File: src/rtl/hazard_ctrl_unit_pkg.sv
// Shared types for the pipeline hazard/forwarding controller: FSM states,
// forward-select encodings and the load-use counter preset helper.
package hazard_ctrl_unit_pkg;

  typedef enum logic [1:0] {
    RUN      = 2'd0,
    LU_STALL = 2'd1,
    DRAIN    = 2'd2,
    HALTED   = 2'd3
  } hzd_state_t;

  typedef enum logic [1:0] {
    FWD_RF    = 2'd0,
    FWD_EXMEM = 2'd1,
    FWD_MEMWB = 2'd2
  } fwd_sel_t;

  localparam int LU_CNT_W = 2;

  // The hit cycle is the first bubble, so the counter covers the rest minus one.
  function automatic logic [LU_CNT_W-1:0] lu_init(input int cycles);
    return (cycles > 1) ? LU_CNT_W'(cycles - 2) : '0;
  endfunction

endpackage

File: src/rtl/fwd_select.sv
// Forward-select for one EX-stage source operand; EX/MEM beats MEM/WB and
// register 0 is never forwarded.
module fwd_select
  import hazard_ctrl_unit_pkg::*;
#(
  parameter int REG_W = 5
) (
  input  logic [REG_W-1:0] src,
  input  logic             exmem_regwr,
  input  logic [REG_W-1:0] exmem_wsel,
  input  logic             memwb_regwr,
  input  logic [REG_W-1:0] memwb_wsel,
  output fwd_sel_t         sel
);

  always_comb begin
    sel = FWD_RF;
    if (exmem_regwr && (exmem_wsel != '0) && (exmem_wsel == src)) begin
      sel = FWD_EXMEM;
    end else if (memwb_regwr && (memwb_wsel != '0) && (memwb_wsel == src)) begin
      sel = FWD_MEMWB;
    end
  end

endmodule

File: src/rtl/hazard_ctrl_unit.sv
// Hazard and forwarding controller for the 5-stage pipeline: load-use stalls,
// branch/jump flushes, halt drain and saturating stall/flush counters.
module hazard_ctrl_unit
  import hazard_ctrl_unit_pkg::*;
#(
  parameter int REG_W           = 5,
  parameter int NSRC            = 2,
  parameter int LOAD_USE_CYCLES = 1,
  parameter int DRAIN_CYCLES    = 3,
  parameter int CNT_W           = 32
) (
  input  logic                  CLK,
  input  logic                  RST,
  input  logic                  ihit,
  input  logic                  dhit,
  input  logic                  dmem_req,
  input  logic                  branch_flush,
  input  logic                  jump_flush,
  input  logic                  halt_ex,
  input  logic                  idex_memread,
  input  logic [REG_W-1:0]      idex_wsel,
  input  logic [REG_W-1:0]      id_rs,
  input  logic [REG_W-1:0]      id_rt,
  input  logic [NSRC*REG_W-1:0] ex_src,
  input  logic                  exmem_regwr,
  input  logic                  memwb_regwr,
  input  logic [REG_W-1:0]      exmem_wsel,
  input  logic [REG_W-1:0]      memwb_wsel,
  output logic                  pc_wen,
  output logic                  ifid_en,
  output logic                  ifid_flush,
  output logic                  idex_en,
  output logic                  idex_flush,
  output logic                  exmem_en,
  output logic                  exmem_flush,
  output logic                  memwb_en,
  output logic [NSRC*2-1:0]     fwd_sel,
  output logic                  halt_done,
  output logic [CNT_W-1:0]      stall_cnt,
  output logic [CNT_W-1:0]      flush_cnt,
  output hzd_state_t            state
);

  localparam int                   DRAIN_W    = (DRAIN_CYCLES > 1) ? $clog2(DRAIN_CYCLES) : 1;
  localparam logic [DRAIN_W-1:0]   DRAIN_INIT = DRAIN_W'(DRAIN_CYCLES - 1);
  localparam logic [LU_CNT_W-1:0]  LU_INIT    = lu_init(LOAD_USE_CYCLES);
  localparam logic [CNT_W-1:0]     CNT_MAX    = '1;

  for (genvar i = 0; i < NSRC; i++) begin : g_fwd
    fwd_sel_t sel_e;
    fwd_select #(.REG_W(REG_W)) u_fwd (
      .src         (ex_src[i*REG_W +: REG_W]),
      .exmem_regwr (exmem_regwr),
      .exmem_wsel  (exmem_wsel),
      .memwb_regwr (memwb_regwr),
      .memwb_wsel  (memwb_wsel),
      .sel         (sel_e)
    );
    assign fwd_sel[i*2 +: 2] = sel_e;
  end

  logic [LU_CNT_W-1:0] lu_cnt, lu_cnt_n;
  logic [DRAIN_W-1:0]  drain_cnt, drain_cnt_n;
  hzd_state_t          state_n;
  logic frozen, active, lu_hit, flush_req;
  logic pc_wen_c, ifid_en_c, ifid_flush_c, idex_flush_c, back_en_c;
  logic count_flush, count_stall;

  assign frozen    = dmem_req & ~dhit;
  assign active    = ~RST & ~frozen;
  assign flush_req = branch_flush | jump_flush;
  assign lu_hit    = idex_memread & (idex_wsel != '0) &
                     ((idex_wsel == id_rs) | (idex_wsel == id_rt));

  always_comb begin
    pc_wen_c     = 1'b0;
    ifid_en_c    = 1'b0;
    ifid_flush_c = 1'b0;
    idex_flush_c = 1'b0;
    back_en_c    = 1'b0;
    count_flush  = 1'b0;
    state_n      = state;
    lu_cnt_n     = lu_cnt;
    drain_cnt_n  = drain_cnt;
    if (active) begin
      case (state)
        RUN: begin
          back_en_c = 1'b1;
          if (flush_req) begin
            pc_wen_c     = 1'b1;
            ifid_flush_c = 1'b1;
            idex_flush_c = branch_flush;
            count_flush  = 1'b1;
          end else if (lu_hit) begin
            idex_flush_c = 1'b1;
            if (LOAD_USE_CYCLES > 1) begin
              state_n  = LU_STALL;
              lu_cnt_n = LU_INIT;
            end
          end else if (!ihit) begin
            idex_flush_c = 1'b1;
          end else begin
            pc_wen_c  = 1'b1;
            ifid_en_c = 1'b1;
          end
          // Halt wins the next-state decision even over a fresh load-use stall.
          if (halt_ex) begin
            state_n     = DRAIN;
            drain_cnt_n = DRAIN_INIT;
          end
        end
        LU_STALL: begin
          back_en_c = 1'b1;
          if (flush_req) begin
            pc_wen_c     = 1'b1;
            ifid_flush_c = 1'b1;
            idex_flush_c = branch_flush;
            count_flush  = 1'b1;
            state_n      = RUN;
          end else begin
            idex_flush_c = 1'b1;
            if (lu_cnt == '0) state_n = RUN;
            else              lu_cnt_n = lu_cnt - LU_CNT_W'(1);
          end
        end
        DRAIN: begin
          back_en_c    = 1'b1;
          ifid_flush_c = 1'b1;
          idex_flush_c = 1'b1;
          if (drain_cnt == '0) state_n = HALTED;
          else                 drain_cnt_n = drain_cnt - DRAIN_W'(1);
        end
        default: begin
        end
      endcase
    end
  end

  assign count_stall = ((state == RUN) || (state == LU_STALL)) & ~pc_wen_c;

  always_ff @(posedge CLK or posedge RST) begin
    if (RST) begin
      state     <= RUN;
      lu_cnt    <= '0;
      drain_cnt <= '0;
      halt_done <= 1'b0;
      stall_cnt <= '0;
      flush_cnt <= '0;
    end else begin
      state     <= state_n;
      lu_cnt    <= lu_cnt_n;
      drain_cnt <= drain_cnt_n;
      if (state_n == HALTED) halt_done <= 1'b1;
      if (count_stall && (stall_cnt != CNT_MAX)) stall_cnt <= stall_cnt + CNT_W'(1);
      if (count_flush && (flush_cnt != CNT_MAX)) flush_cnt <= flush_cnt + CNT_W'(1);
    end
  end

  assign pc_wen      = pc_wen_c;
  assign ifid_en     = ifid_en_c;
  assign ifid_flush  = ifid_flush_c;
  assign idex_en     = back_en_c;
  assign idex_flush  = idex_flush_c;
  assign exmem_en    = back_en_c;
  assign exmem_flush = 1'b0;
  assign memwb_en    = back_en_c;

endmodule

File: config.mk
export PLATFORM = sky130hd
export DESIGN_NAME = hazard_ctrl_unit
export DESIGN_NICKNAME = d
export VERILOG_FILES = /design/src/rtl/hazard_ctrl_unit_pkg.sv /design/src/rtl/fwd_select.sv /design/src/rtl/hazard_ctrl_unit.sv
export SDC_FILE = /design/constraint.sdc
export NUM_CORES = 1
export LEC_CHECK = 0
export CAP_MARGIN = 20
export CORE_AREA = 5 5 102 104
export DETAILED_ROUTE_END_ITERATION = 16
export DIE_AREA = 0 0 107 109
export DONT_BUFFER_PORTS = 1
export GPL_TIMING_DRIVEN = 1
export MAX_ROUTING_LAYER = met4
export PLACE_DENSITY = 0.7
export SYNTH_ARGS = -nofsm -noshare
export SYNTH_HDL_FRONTEND = slang
export SYNTH_HIERARCHICAL = 1
export SYNTH_SLANG_ARGS = --single-unit
File: constraint.sdc
create_clock -name CLK -period 2.65 [get_ports CLK]
set_input_delay 0.265 -clock CLK [delete_from_list [all_inputs] [get_ports CLK]]
set_output_delay 0.265 -clock CLK [all_outputs]
set_load 0.005 [all_outputs]
[Yosys cells after proc, flatten, opt, wreduce, memory -nomap -nowiden]
Index checks and enable logic that the tools add are counted.
W data, S select, Z words.
Word-level totals
  flip-flop bits (word level): 71
  input port bits: 46
  output and inout bits: 79
  word-level logic and storage cells: 90
Cells by class
  $add $sub $neg: 4
  equality and inequality tests: 13
  mux-type cells: 34
  bitwise logic cells: 13
  reductions and logical operators: 20
Operators by type and width (count)
  $add A32 B1 Y32 const B: 2
  $ne A32 B32 Y1 const B: 2
  $eq A5 B5 Y1: 6
  $mux W2: 11
  $mux W1: 18
  $reduce_bool A5 Y1: 3
  $logic_and A1 B1 Y1: 8
  $reduce_and A4 Y1: 2
  $logic_not A2 Y1: 3
  $not A1 Y1: 6
  $pmux W2 S3: 1
  $and A1 B1 Y1: 5
  $eq A2 B2 Y1 const B: 2
  $ne A2 B2 Y1 const B: 2
  $pmux W1 S2: 2
  $pmux W2 S2: 1
  $sub A2 B1 Y2 const B: 2
  $pmux W1 S3: 1
  $reduce_or A3 Y1: 1
  $eq A2 B1 Y1 const B: 1
  $or A1 B1 Y1: 2
  $reduce_bool A2 Y1: 1
  $reduce_or A2 Y1: 1
  $logic_or A1 B1 Y1: 1

[Longest topological paths before layout]
Gate-level depths: netlist of the first run.
  depth in word-level cells: 10
  depth in mapped cells: 8
  gate-level depth less buffers: 7

[Hierarchy]
The synthesis of the first run kept the hierarchy.
By module, submodules not included
  hazard_ctrl_unit: instances 1, cells an instance 371, area an instance 3797.4 um^2, sequential area each 1776.7 um^2
  fwd_select: instances 2, cells an instance 20, area an instance 151.4 um^2, sequential area each 0.0 um^2

[Least setup slack after synthesis of the first run]
OpenSTA, ideal clock, no wires.
  path kind: register to register
  from: register stall_cnt[8]
  to: register stall_cnt[1]
  library setup time: 0.125 ns
  data arrival time: 1.805 ns
  data required time: 2.525 ns
  setup slack: 0.720 ns
  stages on the path, launching flop included: 7
  path buffers: 0
  period minus slack after synthesis: 1.930 ns
  cell sequence: dfrtp_1 and3_1 nand4_2 or4_4 nor2_8 nor2_2 mux2_4
On the way
  cells in the longest elaborated chain, start to end: 2
Ends and longest elaborated chain
  start, declared: line hazard_ctrl_unit.sv:39  | output logic [CNT_W-1:0] stall_cnt,
  start signal, assigned: line hazard_ctrl_unit.sv:154  | if (count_stall && (stall_cnt != CNT_MAX)) stall_cnt <= stall_cnt + CNT_W'(1);
  $ne A32 B32 Y1: line hazard_ctrl_unit.sv:154
  $logic_and A1 B1 Y1: line hazard_ctrl_unit.sv:154
No other way between the ends.
A chain may end at the register's enable or synchronous reset.

[Final worst setup path of the first run]
  from: register stall_cnt[2]
  to: register stall_cnt[1]
The elaborated chain is that of the path after synthesis.

==> summary.md, run 1 <==
| Metric | Value |
|---|---|
| Slew Limit Headroom | `33.59%` |
| Layout cell share with drive strength beyond 1 | `10.24%` |
| Final ANT Viol Nets | `0` |
| First-pass GRT wire length | `15.26 mm` |
| Peak VDD IR | `0.2865 mV` |
| Tmin final | `2359 ps` |
| Yosys reg bits | `71` |
| DR vias/cell | `5.715` |
| Arr. time, crit path | `2580 ps` |
| Final setup fails | `0` |
| Post-Syn Instances | `411` |
| Total GRT Usage | `16.76%` |
| Ant. Diodes | `0` |
| Largest net degree at the start of global routing | `48` |
| Clock latency on the worst-skew pair | `340 ps` |
| Synth Flop Type | `dfrtp_1` |
| Initial DRC Count | `86` |
| Worst-path maximum fanout | `27` |
| Post-synthesis adder-cell area fraction | `1.221%` |
| FF/Latch Area | `1777 µm²` |
| MaxCap Viol Count | `0` |
| Ys async rst share | `100.0%` |
| Initial antenna violation count | `0` |
| Total grt overflow | `0` |
| Fin crit share | `89.03%` |
| Core Util, Final | `46.55%` |
| Vias in the first global route | `3088` |
| Worst Path Class, Setup | `reg2reg` |
| Number of fill cells in the layout | `866` |
| R2R Setup Slk | `290 ps` |
| Clock root buffer master | `clkbuf_8` |
| DRC viols | `0` |
| Critical path startpoint | `stall_cnt[2]` |
| Multi-input logic area | `2187 µm²` |
| Number of synthesized flops with an enable pin | `0` |
| Clock sink count | `71` |
| Hold slack | `49.61 ps` |
| Inserted Clock Buffers | `9` |
| Core ar. | `9459 µm²` |
| Avg Cell Area, Syn | `9.976 µm²` |
| Critical hold path startpoint | `halt_ex` |
| Crit Reg-Reg Startpoint | `stall_cnt[2]` |
| Clock edge transition at the registers on the reported setup and hold paths | `70 ps` |
| Final setup TNS | `0 ps` |
| Fin nets | `465` |
| Die Footprint | `11660 µm²` |
| Clk buf depth | `2` |
| Max incr delay on CP | `510 ps` |
| Largest family of logic cells by synthesized area | `simple AND/OR/NAND/NOR gates` |
| Initial core utilization | `43.35%` |
| Syn Nets | `461` |
| Worst EP required | `2870 ps` |
| Cell Rows | `36` |
| Final Hold Fails | `0` |
| CP endpoint kind | `flip-flop` |
| Max frequency | `423.8 MHz` |
| Critical Path Slowest Stage Cell | `or4_4` |
| Final Cell Area | `4403 µm²` |
| Synth Area in XOR/XNOR | `19.01%` |
| DP Area | `4217 µm²` |
| Final Skew | `8.245 ps` |
| Die W | `107 µm` |
| Post-synth top area share | `43.33%` |
| Worst Tran Pin Value | `996.0 ps` |
| IO Port Bufs | `0` |
| Ranking of synthesized cells by area | `dfrtp_1 43%, xor2_1 11%, xnor2_1 8.3%` |
| Seq/Total Area, Yosys | `43.33%` |
| Die Ht | `109 µm` |
| Compound-gate portion of the synthesized area | `4.089%` |
| Synth cell types | `51` |
| Post_cts resized | `0` |
| Pwr per Cell Area | `606.7 nW/µm²` |
| Post-Synth Simple-Gate Area | `28.01%` |
| Post-Syn Area | `4100 µm²` |
| Fin cells | `534` |
| Crit path cell chain | `and3_1 > nand3_2 > or4_4 > nor2_8 > nor2_2 > mux2_4` |
| DRT Pass-1 Iters | `4` |
| Setup repair bufs after CTS | `0` |
| Final WL | `9.351 mm` |
| Routed length per instance | `17.51 µm` |
| RSZ-0062 raised after global routing | `false` |
| Synth area leader | `dfrtp_1` |
| Via count | `3052` |
| H-Tree Depth | `3` |
| Yosys warns | `6` |
| # hold bufs at CTS | `1` |
| Dpl hpwl | `7.182 mm` |
| Post-synthesis mux area share | `0.9155%` |
| I/O pin total | `125` |
| Leakage power | `1.911 nW` |
| P&R area growth vs syn | `7.385%` |
| Placed Cells | `517` |
| Gpl congestion | `0.8260` |
| Run status | `finished clean` |
| Max Slew Vio Count | `0` |
| Most common cell after layout, fill and taps aside | `dfrtp_1` |
| Hold WC Path Type | `in2reg` |
| Commonest cells after routing, fill and taps aside | `71 x dfrtp_1, 50 x xor2_1, 39 x xnor2_1` |
| Startpoint Class | `flip-flop` |
| CTS tree | `built` |
-- synth_stat cells (3+ instances only) --
master    number
clkbuf_1       3
buf_2          7
nor4b_1        5
a21oi_1        5
and3_1        12
nor2_1        19
and4_1        11
o21ai_0        5
xnor2_1       39
inv_1         10
nand4_1        8
nand2_1       32
ha_1           4
nor3_1        30
xor2_1        50
or3_1          3
nor4_1        12
nor3b_1        3
nand2b_1       3
nand3_1       33
or4_1          5
dfrtp_1       71
buf_4          4
-- state kept, by name, summed over array words and instances, names as in the netlist --
signal,flops
drain_cnt,2
flush_cnt,32
halt_done,1
lu_cnt,2
stall_cnt,32
state,2
-- area by class of cell --
type                       instances  area share, %
tap                              114          3.240
multi-input combinational        314          49.67
clock inverter                     3         0.3978
sequential                        71          40.35
clock buffer                      13          3.609
inverter                          10         0.8525
timing repair buffer               9          1.876
-- path summary, 6_finish.rpt --
path	depth (start not counted)	end
setup / recovery	6	stall_cnt[1]
hold / removal	1	state[1]
setup reg to reg	6	stall_cnt[1]
hold reg to reg	1	stall_cnt[4]
max in group asynchronous	3	flush_cnt[25]
min in group asynchronous	2	drain_cnt[1]
-- logic make-up after synthesis --
logic type / count (synthesis)
and+or+nand+nor: 195
xor gates and xnor gates: 89
AOI/OAI and AO/OA: 22
buffers and inverters: 26
muxes: 3
DFF: 71
other: 1
adders and majority gates: 4
-- through the flow --
| stage | total power [mW] | setup WS (ps) |
|---|---|---|
| 2_1_floorplan | 1.787 | 588.4 |
| 3_3_place_gp | 1.898 | 292.8 |
| 3_5_place_dp | 1.932 | 236.9 |
| 4_1_cts | 2.717 | 292.7 |
| 5_1_grt | 2.851 | 133.1 |
| 6_report | 2.671 | 290.7 |
-- worst max-delay path: cells and delay by family (launching register included) --
family | cells | cell delay (ps)
flops | 1 | 450
mux | 1 | 330
simple gates | 5 | 1460
-- metal layers --
layer	track usage (%)	share of wire [%]	wire length, µm
met1	19.83	41	3824
met2	26.71	49	4560
met3	5.802	8.7	809
met4	6.027	1.7	157
met5	-	0	0
-- where the power goes --
group	switching, mW	internal, mW
registers	0.184	1.22
clock network	0.381	0.389
logic	0.265	0.228
total	0.831	1.84
Note: power is estimated with default switching activity, not from simulation.
==> inputs of run 2 (changes only) <==
GPL_TIMING_DRIVEN = unset   (was 1)
==> results of run 2 <==
Final layout, timing and power as in run 1 (identical DEF).
